$ cat src/rtl/prio4_pkg.sv
// rtl/prio4_pkg.sv - shared types, FSM encoding and one-hot decode for the prio4 grant path
package prio4_pkg;

    localparam int PRIO_N = 4;
    localparam int IDX_W  = 2;

    typedef struct packed {
        logic             none;
        logic [IDX_W-1:0] idx;
    } prio_entry_t;

    typedef enum logic [1:0] {
        ST_IDLE  = 2'd0,
        ST_GRANT = 2'd1,
        ST_GAP   = 2'd2
    } prio_state_t;

    function automatic logic [PRIO_N-1:0] prio_decode(input prio_entry_t entry);
        logic [PRIO_N-1:0] onehot;
        onehot = '0;
        if (!entry.none) begin
            onehot[entry.idx] = 1'b1;
        end
        return onehot;
    endfunction

endpackage

$ cat src/rtl/prio_sync_fifo.sv
// rtl/prio_sync_fifo.sv - synchronous FIFO of encoded grant entries with occupancy count
module prio_sync_fifo
    import prio4_pkg::*;
#(
    parameter int DEPTH = 4
) (
    input  logic                   clk,
    input  logic                   rst,
    input  logic                   push,
    input  prio_entry_t            push_data,
    input  logic                   pop,
    output prio_entry_t            pop_data,
    output logic [$clog2(DEPTH):0] level,
    output logic                   full,
    output logic                   empty
);

    localparam int PTR_W = $clog2(DEPTH);

    prio_entry_t      mem [DEPTH];
    logic [PTR_W-1:0] wr_ptr;
    logic [PTR_W-1:0] rd_ptr;
    logic [PTR_W:0]   level_nxt;
    logic             do_push;
    logic             do_pop;

    assign do_push  = push && !full;
    assign do_pop   = pop && !empty;
    assign pop_data = mem[rd_ptr];

    always_comb begin
        level_nxt = level;
        if (do_push && !do_pop) begin
            level_nxt = level + (PTR_W+1)'(1);
        end else if (do_pop && !do_push) begin
            level_nxt = level - (PTR_W+1)'(1);
        end
    end

    // full/empty are registered so in_ready never sees a combinational path
    always_ff @(posedge clk) begin
        if (rst) begin
            wr_ptr <= '0;
            rd_ptr <= '0;
            level  <= '0;
            full   <= 1'b0;
            empty  <= 1'b1;
        end else begin
            if (do_push) begin
                wr_ptr <= wr_ptr + PTR_W'(1);
            end
            if (do_pop) begin
                rd_ptr <= rd_ptr + PTR_W'(1);
            end
            level <= level_nxt;
            full  <= (level_nxt == (PTR_W+1)'(DEPTH));
            empty <= (level_nxt == '0);
        end
    end

    always_ff @(posedge clk) begin
        if (do_push) begin
            mem[wr_ptr] <= push_data;
        end
    end

endmodule

$ cat src/rtl/prio4_grant_decoder.sv
// rtl/prio4_grant_decoder.sv - buffers encoded requests and presents one-hot grants with optional idle gap
module prio4_grant_decoder
    import prio4_pkg::*;
#(
    parameter int DEPTH = 4,
    parameter int GAP   = 0
) (
    input  logic                   clk,
    input  logic                   rst,
    input  logic                   in_valid,
    input  logic [IDX_W-1:0]       in_value,
    input  logic                   in_none,
    output logic                   in_ready,
    output logic                   out_valid,
    output logic [PRIO_N-1:0]      out_onehot,
    input  logic                   out_ready,
    output logic [$clog2(DEPTH):0] level
);

    localparam logic [3:0] GAP_LAST = (GAP > 0) ? 4'(GAP - 1) : 4'd0;

    prio_state_t state;
    prio_state_t state_nxt;
    prio_entry_t push_data;
    prio_entry_t head;
    logic [3:0]  gap_cnt;
    logic        fifo_full;
    logic        fifo_empty;
    logic        pop;

    assign push_data = '{none: in_none, idx: in_value};
    assign in_ready  = !fifo_full;

    prio_sync_fifo #(
        .DEPTH(DEPTH)
    ) u_fifo (
        .clk      (clk),
        .rst      (rst),
        .push     (in_valid),
        .push_data(push_data),
        .pop      (pop),
        .pop_data (head),
        .level    (level),
        .full     (fifo_full),
        .empty    (fifo_empty)
    );

    always_ff @(posedge clk) begin
        if (rst) begin
            state <= ST_IDLE;
        end else begin
            state <= state_nxt;
        end
    end

    always_comb begin
        state_nxt = state;
        unique case (state)
            ST_IDLE:  if (!fifo_empty) state_nxt = ST_GRANT;
            ST_GRANT: if (out_ready) state_nxt = (GAP > 0) ? ST_GAP : ST_IDLE;
            ST_GAP:   if (gap_cnt == GAP_LAST) state_nxt = ST_IDLE;
            default:  state_nxt = ST_IDLE;
        endcase
    end

    always_comb begin
        pop = 1'b0;
        if (state == ST_IDLE && !fifo_empty) begin
            pop = 1'b1;
        end
    end

    // gap_cnt is zero on entry to GAP because it clears in every other state
    always_ff @(posedge clk) begin
        if (rst) begin
            out_valid  <= 1'b0;
            out_onehot <= '0;
            gap_cnt    <= '0;
        end else begin
            out_valid <= (state_nxt == ST_GRANT);
            if (pop) begin
                out_onehot <= prio_decode(head);
            end
            if (state == ST_GAP) begin
                gap_cnt <= gap_cnt + 4'd1;
            end else begin
                gap_cnt <= '0;
            end
        end
    end

endmodule

$ cat config.mk
export PLATFORM = sky130hd
export DESIGN_NAME = prio4_grant_decoder
export DESIGN_NICKNAME = d
export VERILOG_FILES = /design/src/rtl/prio4_pkg.sv /design/src/rtl/prio_sync_fifo.sv /design/src/rtl/prio4_grant_decoder.sv
export SDC_FILE = /design/constraint.sdc
export NUM_CORES = 1
export LEC_CHECK = 0
export CAP_MARGIN = 5
export CELL_PAD_IN_SITES_DETAIL_PLACEMENT = 1
export CELL_PAD_IN_SITES_GLOBAL_PLACEMENT = 1
export CORE_UTILIZATION = 35
export CTS_CLUSTER_SIZE = 28
export DETAILED_ROUTE_END_ITERATION = 10
export MAX_ROUTING_LAYER = met4
export PLACE_DENSITY_LB_ADDON = 0.2
export SLEW_MARGIN = 0
export SYNTH_ARGS = -nofsm -noshare
export SYNTH_HDL_FRONTEND = slang
export SYNTH_HIERARCHICAL = 1
export SYNTH_SLANG_ARGS = --single-unit
$ cat constraint.sdc
create_clock -name clk -period 5.7 [get_ports clk]
set_clock_uncertainty 0.1 [all_clocks]
set_input_delay 1.425 -clock clk [delete_from_list [all_inputs] [get_ports clk]]
set_output_delay 1.425 -clock clk [all_outputs]
set_load 0.02 [all_outputs]
==> results of run 1 <==
==> stage by stage <==
| step | area (um^2) | cells | hold slack [ps] |
|---|---|---|---|
| 5_1_grt | 1820 | 199 | 395 |
| 3_3_place_gp | 1720 | 191 | 347 |
| 2_1_floorplan | 1540 | 131 | 330 |
| 3_5_place_dp | 1720 | 191 | 362 |
| 4_1_cts | 1820 | 199 | 380 |
| 6_report | 1820 | 199 | 371 |
==> how the worst min path moves through the flow <==
stage,to,cells after the start,from
finish,gap_cnt[0],1,gap_cnt[0]
global route,gap_cnt[0],1,gap_cnt[0]
floorplan,gap_cnt[0],1,gap_cnt[0]
CTS,gap_cnt[0],1,gap_cnt[0]
detailed placement,gap_cnt[0],1,gap_cnt[0]
global placement,gap_cnt[0],1,gap_cnt[0]
==> sequential cells by signal (all words and copies together), names as in the netlist, named ones only <==
register and count:
u_fifo/full 1, out_onehot 4, u_fifo/empty 1, u_fifo/level 3, u_fifo/mem 12, gap_cnt 4, u_fifo/rd_ptr 2, u_fifo/wr_ptr 2
state 2, out_valid 1
==> layout make-up <==
class,instances,area share
sequential,34,0.440
multi-input combinational,82,0.365
timing repair buffer,15,0.0824
clock buffer,7,0.0419
tap,50,0.0343
inverter,10,0.0206
clock inverter,1,0.0165
==> cells in the final DEF, fill, tap and decap left out, types with 4 or more instances in the layout <==
master                            count
sky130_fd_sc_hd__inv_1               10
sky130_fd_sc_hd__ha_1                 8
sky130_fd_sc_hd__clkdlybuf4s50_1     15
sky130_fd_sc_hd__nand2_1              5
sky130_fd_sc_hd__xnor2_1              5
sky130_fd_sc_hd__dfxtp_1             22
sky130_fd_sc_hd__and2_1               4
sky130_fd_sc_hd__mux2i_1              4
sky130_fd_sc_hd__nand2b_1             6
sky130_fd_sc_hd__nor2_1              11
sky130_fd_sc_hd__clkbuf_8             5
sky130_fd_sc_hd__edfxtp_1            12
==> metal layers <==
| layer | vias to the layer above | part of all wire | GRT usage | routed length (um) |
|---|---|---|---|---|
| li1 | 493 | - | - | - |
| met1 | 481 | 0.46 | 0.170 | 1300 |
| met2 | 15 | 0.49 | 0.240 | 1410 |
| met3 | 7 | 0.028 | 0.0400 | 80 |
| met4 | 0 | 0.021 | 0.0859 | 61 |
| met5 | - | 0 | - | 0 |
==> kinds of logic after synthesis <==
family                     after synthesis
AOI/OAI and AO/OA                       11
xor gates and xnor gates                 7
adders and majority gates                8
buffers and inverters                   15
DFF                                     34
muxes                                    8
and+or+nand+nor                         48
==> critical path, stage by stage <==
cell	delay, ps
sky130_fd_sc_hd__clkdlybuf4s50_1	830
sky130_fd_sc_hd__or4b_1	660
sky130_fd_sc_hd__mux2i_1	150
==> report_power, final <==
group | switching (mW) | internal, mW | total, mW
sequential | 0.0323 | 0.288 | 0.321
combinational | 0.117 | 0.108 | 0.225
clock | 0.0839 | 0.131 | 0.215
total | 0.233 | 0.527 | 0.761
==> results.txt, run 1 <==
* Layout net count: 163
* Final routed wire length divided by cell count: 14.3 um
* Number of max-cap violations: 0
* Number of CTS-inserted buffers: 5
- Netlist area before placement: 1540 um^2
- Total power for the finished layout comes to 761 uW.
- Hold buffer count at CTS: 0
- Ranked by instance count, the synthesized netlist is headed by sky130_fd_sc_hd__dfxtp_1, sky130_fd_sc_hd__edfxtp_1, sky130_fd_sc_hd__nor2_1.
- Floorplan die area: 4670 um^2
* Proportion of netlist area held by the largest area contributor: 0.286
- Post-synthesis compound-gate area fraction: 0.0544
- Number of antenna violations at the first check in global routing: 0
- Count of cells along the worst register-to-register path: 6
* Number of placement rows: 23
* Buffer type at the clock tree root: sky130_fd_sc_hd__clkbuf_8
* Startpoint Class: input pin
- The critical path is of the in2reg type.
- Average footprint of a synthesized cell: 11.8 um^2
- R2R Path Start: state[1]
* Parity-gate share of the synthesized area counting xor and xnor cells: 0.0446
- Drt first-iter violations: 23
- Pin count of the biggest net entering global routing: 24
* Final worst setup slack: 2740 ps
- Of the total synthesized cell area, the portion taken by AND, OR, NAND and NOR gates is 0.190.
* Number of enable-type register cells in the synthesized netlist: 12
- Maximum root-to-sink buffer count: 2
- For the worst setup path, the data arrival time is 3070 ps.
- Worst hold path type: reg2reg
- Combinational family with the most area after synthesis: simple AND/OR/NAND/NOR gates
- Reg clk slew, reported paths: 70 ps
- Of the total synthesized cell area, the portion taken by full adders, half adders and majority gates is 0.0649.
- Main flop type after synthesis: sky130_fd_sc_hd__dfxtp_1
* Crit path from: rst
- Wires add up to 2850 um.
* Number of slew-limit violations in the final report: 0
- Unique cell type count in the Yosys netlist: 41
- Post-route antenna net violation count: 0
- Data on the critical path is required at its endpoint by 5810 ps.
- Overall routing resource usage: 0.151
- Vert. Die Dim: 68.4 um
* Horiz. Die Dim: 68.4 um
* Clock latency reported for the late side of the worst-skew pair: 280 ps
- Layout cell share with drive strength beyond 1: 0.101
- Clock tree from TritonCTS: yes
- Global placer's final weighted congestion: 0.726
* Routed vias/inst: 5.01
- Max H-tree Level: 2
- For this run, design rule violations remaining after detail routing come to 0.
* Leading area contributor after synthesis: sky130_fd_sc_hd__dfxtp_1
- The worst path needs 2960 ps of the cycle, external delays included.
* Clock tree sinks: 34
- After synthesis, the share of cell area in mux cells is 0.0771.
* Cell count after synthesis: 131
* CP Capture Point: out_onehot[2]
- Derived from the worst setup path, the maximum achievable clock frequency is 0.338 GHz.
- STA classifies the critical path endpoint as a flip-flop.
- Overflow after GRT: 0
- Dividing the final minimum period by the clock period gives 0.519.
* Reg-to-reg critical path endpoint: u_fifo/full
- Core ar.: 4120 um^2
- Final Setup Violations: 0
- The number of global-route vias before repair was 1061.
* Footprint of the multi-input gates: 664 um^2
- Prior to clock tree synthesis, the placed netlist has a worst setup slack of 2440 ps.
- The detailed router placed 996 vias in this run.
- From synthesis to final layout, the design area changed by 18.2%.
- I/O pin total: 16
- The worst-case IR drop observed on VDD is 0.000186 V.
- The filler cells instantiated in the layout total 437.
- Initial core utilization: 0.375
- Once layout is complete, the utilization of the core stands at 0.443.
* Total number of yosys warnings: 6
- Antenna diode count: 0
- Wire length of the first global-routing pass: 4800 um
* Post-synthesis sequential area ratio: 0.519
- Max FO, Critical Path: 23
- The setup check on the worst reg-to-reg path leaves a slack of 3380 ps.
- In this run, post-CTS repair resized a total of 0 instances.
* Slew at the pin with the worst max-slew slack: 814 ps
- Final-layout setup total negative slack: 0 ps
* Final hold viol count: 0
* PD cells: 417 nW/um^2
- Port buffering added 15 buffers.
- After clock tree synthesis, the setup repair step added 0 buffers.
- First-pass iteration count of the detailed router: 3
- Total area of sequential cells: 801 um^2
- The number of nets handed over by synthesis was 146.
- In the post-synthesis netlist, the biggest area contributors are sky130_fd_sc_hd__dfxtp_1, sky130_fd_sc_hd__edfxtp_1, sky130_fd_sc_hd__ha_1, sky130_fd_sc_hd__mux4_2, sky130_fd_sc_hd__xnor2_1.
- Measured against its own limit, the worst slew margin works out to 0.455.
- In this run the static leakage power is 0.663 nW.
* Setup repair after global routing missed its margin: false
- After synthesis, the share of flip-flops with an asynchronous set or reset is 0.
- Top-count cell post-synth: sky130_fd_sc_hd__dfxtp_1
* Status: finished, final reports clean
- Counting flops and latches in the post-synthesis netlist gives 34.
* Half-perimeter wire length of the detailed placement result: 2040 um
No activity file was read; power rests on OpenSTA's default activity.
==> inputs of run 2 (changes only) <==
==> constraint.sdc (replaced) <==
create_clock -name clk -period 2.35 [get_ports clk]
set_clock_uncertainty 0.1 [all_clocks]
set_input_delay 0.5875 -clock clk [delete_from_list [all_inputs] [get_ports clk]]
set_output_delay 0.5875 -clock clk [all_outputs]
set_load 0.02 [all_outputs]
==> run 2 against run 1 <==
Effect of this change: non-clock buffer count up 2; sequential share of layout area shrank 0.060 points; critical path type is now reg2reg; largest cell class unchanged; hold slack lost 5.1 ps; critical path depth up 3; critical endpoint is now u_fifo/empty.
==> results.txt, run 2 (same netlist as run 1, synthesis figures left out) <==
- Hold buffer count at CTS: 0 (unchanged)
- The routed via count was 984 (-1.2%).
* Max H-tree Level: 2 (unchanged)
- Buffer type at the clock tree root: sky130_fd_sc_hd__clkbuf_8
* Wire length of the first global-routing pass: 4460 um (-7.0%)
- Startpoint Class: flip-flop
- The routed wire length is 2730 um (-4.3%).
* Crit Path Class: reg2reg
- The pin count of the biggest net entering global routing came to 15 (-38%).
- Routed vias/inst: 4.90 (-2.2%)
* Setup repair after global routing missed its margin: false
- The antenna violation net count after detailed routing was 0 (unchanged).
- The number of global-route vias before repair is 1000 (-5.7%).
* Number of placement rows: 23 (unchanged)
* Initial core utilization: 0.375 (unchanged)
- Clock tree from TritonCTS: yes
- The total grt overflow is 0 (unchanged).
* Maximum root-to-sink buffer count: 2 (unchanged)
- The clock-pin slew of the registers on the worst-case setup and hold paths came to 70 ps (about the same).
* DRC violations left: 0 (unchanged)
- Layout net count: 165 (+1.2%)
- Static Leakage: 0.672 nW (+1.4%)
- The fraction of layout instances using a drive strength above 1 was 0.126 (+0.0252).
* PD cells: 968 nW/um^2 (+130%)
- Floorplan die area: 4670 um^2 (unchanged)
- The height of the die is 68.4 um (unchanged).
- The relative slew slack came to 0.723 (+0.268).
* Max FO, Critical Path: 7 (-70%)
- Final routed wire length divided by cell count: 13.6 um (-5.2%)
- The number of buffers inserted to repair setup after CTS was 0 (unchanged).
* Antenna diode count: 0 (unchanged)
* # resized after CTS: 0 (unchanged)
* Filler cell count in the final layout: 445 (+1.8%)
- CP required: 2420 ps (-3390 ps)
- Max Clock Freq: 0.465 GHz
- The worst ir drop on vdd was 0.000415 V (+120%).
- The top cell types in the final layout, fill and taps aside, are sky130_fd_sc_hd__dfxtp_1, sky130_fd_sc_hd__clkdlybuf4s50_1, sky130_fd_sc_hd__edfxtp_1, sky130_fd_sc_hd__nor2_1, sky130_fd_sc_hd__inv_1.
- Worst hold path type: reg2reg
- Post-route clock period utilization: 0.915
- Slew at the pin with the worst max-slew slack: 414 ps (-400 ps)
* Growth of design area from synthesis to finish: 18.3%
* Drt first-iter violations: 24 (+4.3%)
- Most frequent standard cell in the layout excluding fill and tap cells: sky130_fd_sc_hd__dfxtp_1
- IO buf count: 15 (unchanged)
- The flow ran to the end, and the final reports show no timing, DRC or antenna violations.
- The total power is 1.77 mW (+130%).
- Clock tree sinks: 34 (unchanged)
* Number of antenna violations at the first check in global routing: 0 (unchanged)
- Type of element capturing the critical path: flip-flop
- The aggregate negative setup slack came to 0 ps (unchanged).
- The total core area was 4120 um^2 (unchanged).
- The global routing usage summed across all routing layers was 0.139 (-0.0116).
* Time the worst path needs with I/O delays and setup: 2150 ps
* Final hold viol count: 0 (unchanged)
- Arr. time, crit path: 2220 ps (-850 ps)
* First-pass iteration count of the detailed router: 4 (+1)
- Final Setup Violations: 0 (unchanged)
- The flip-flop count of the largest register after layout is 12 (unchanged).
- Number of slew-limit violations in the final report: 0 (unchanged)
* Clock latency reported for the late side of the worst-skew pair: 280 ps (about the same)
- The CTS buffer count is 5 (unchanged).
- The width of the die is 68.4 um (unchanged).
- The number of violations of the max-capacitance limit came to 0 (unchanged).
- Global placer's final weighted congestion: 0.825 (+14%)
- The number of top-level pins came to 16 (unchanged).
* Half-perimeter wire length of the detailed placement result: 2100 um (+2.6%)
* Largest reg by FF count: u_fifo/mem
- Largest registers ranked by flip-flop count: u_fifo/mem: 12 flops, gap_cnt: 4 flops, out_onehot: 4 flops
run 2: cell count changes in the layout (fill, tap and decap cells not counted), sizes merged:
cell | previous run | this run
clkinv | 0 | 1
bufinv | 1 | 0
buf | 0 | 2
inv | 10 | 11
clkbuf | 7 | 6
run 2: cell type report:
class | count | area, um^2 | share of cell area
sequential | 34 | 801 | 0.439
multi-input combinational | 82 | 664 | 0.364
timing repair buffer | 17 | 165 | 0.0905
clock buffer | 6 | 82.6 | 0.0453
tap | 50 | 62.6 | 0.0343
inverter | 10 | 37.5 | 0.0206
clock inverter | 2 | 11.3 | 0.00617
run 2: final timing paths:
kind / endpoint / slack [ps] / cells after the start / from
worst min register to register: gap_cnt[0] / 370 / 1 / gap_cnt[0]
worst max register to register: u_fifo/empty / 200 / 6 / state[0]
worst min-delay path: gap_cnt[0] / 370 / 1 / gap_cnt[0]
worst max-delay path: u_fifo/empty / 200 / 6 / state[0]
run 2: critical path, cell delays in order (launching register included):
cell and delay, ps:
sky130_fd_sc_hd__dfxtp_1 370, sky130_fd_sc_hd__or3_1 490, sky130_fd_sc_hd__inv_1 120, sky130_fd_sc_hd__nor2b_1 370
sky130_fd_sc_hd__xnor2_2 140, sky130_fd_sc_hd__a311oi_2 350, sky130_fd_sc_hd__o31ai_1 100
run 2: stage by stage:
step                      hold slack (ps)   util  instances  cell area [um^2]  worst slack, ps
after global placement                338  0.420        193              1730              169
after CTS                             371  0.443        201              1820              189
after global routing                  404  0.443        201              1820             84.1
final                                 366  0.443        201              1820              200
after floorplan                       330      -        131              1540              550
after detailed placement              353  0.420        193              1730             83.0
run 2: where the power goes:
part / total (mW) / switching [mW] / internal (mW)
logic: 0.547 / 0.278 / 0.269
clock network: 0.443 / 0.207 / 0.236
registers: 0.776 / 0.0766 / 0.699
total: 1.77 / 0.562 / 1.20
run 2: routing by layer:
metal	vias up	GRT usage	routed length [um]
li1	494	-	-
met3	3	0.0450	89
met1	471	0.142	1240
met5	-	-	0
met2	16	0.245	1380
met4	0	0.0547	17
==> inputs of run 3 (changes only) <==
--- a/config.mk
+++ b/config.mk
@@ -5,7 +5,7 @@
 export SDC_FILE = /design/constraint.sdc
 export NUM_CORES = 1
 export LEC_CHECK = 0
-export CAP_MARGIN = 5
+export CAP_MARGIN = 15
 export CELL_PAD_IN_SITES_DETAIL_PLACEMENT = 1
 export CELL_PAD_IN_SITES_GLOBAL_PLACEMENT = 1
 export CORE_UTILIZATION = 35
==> results of run 3 <==
No change in the layout: final DEF, timing and power equal those of run 2.
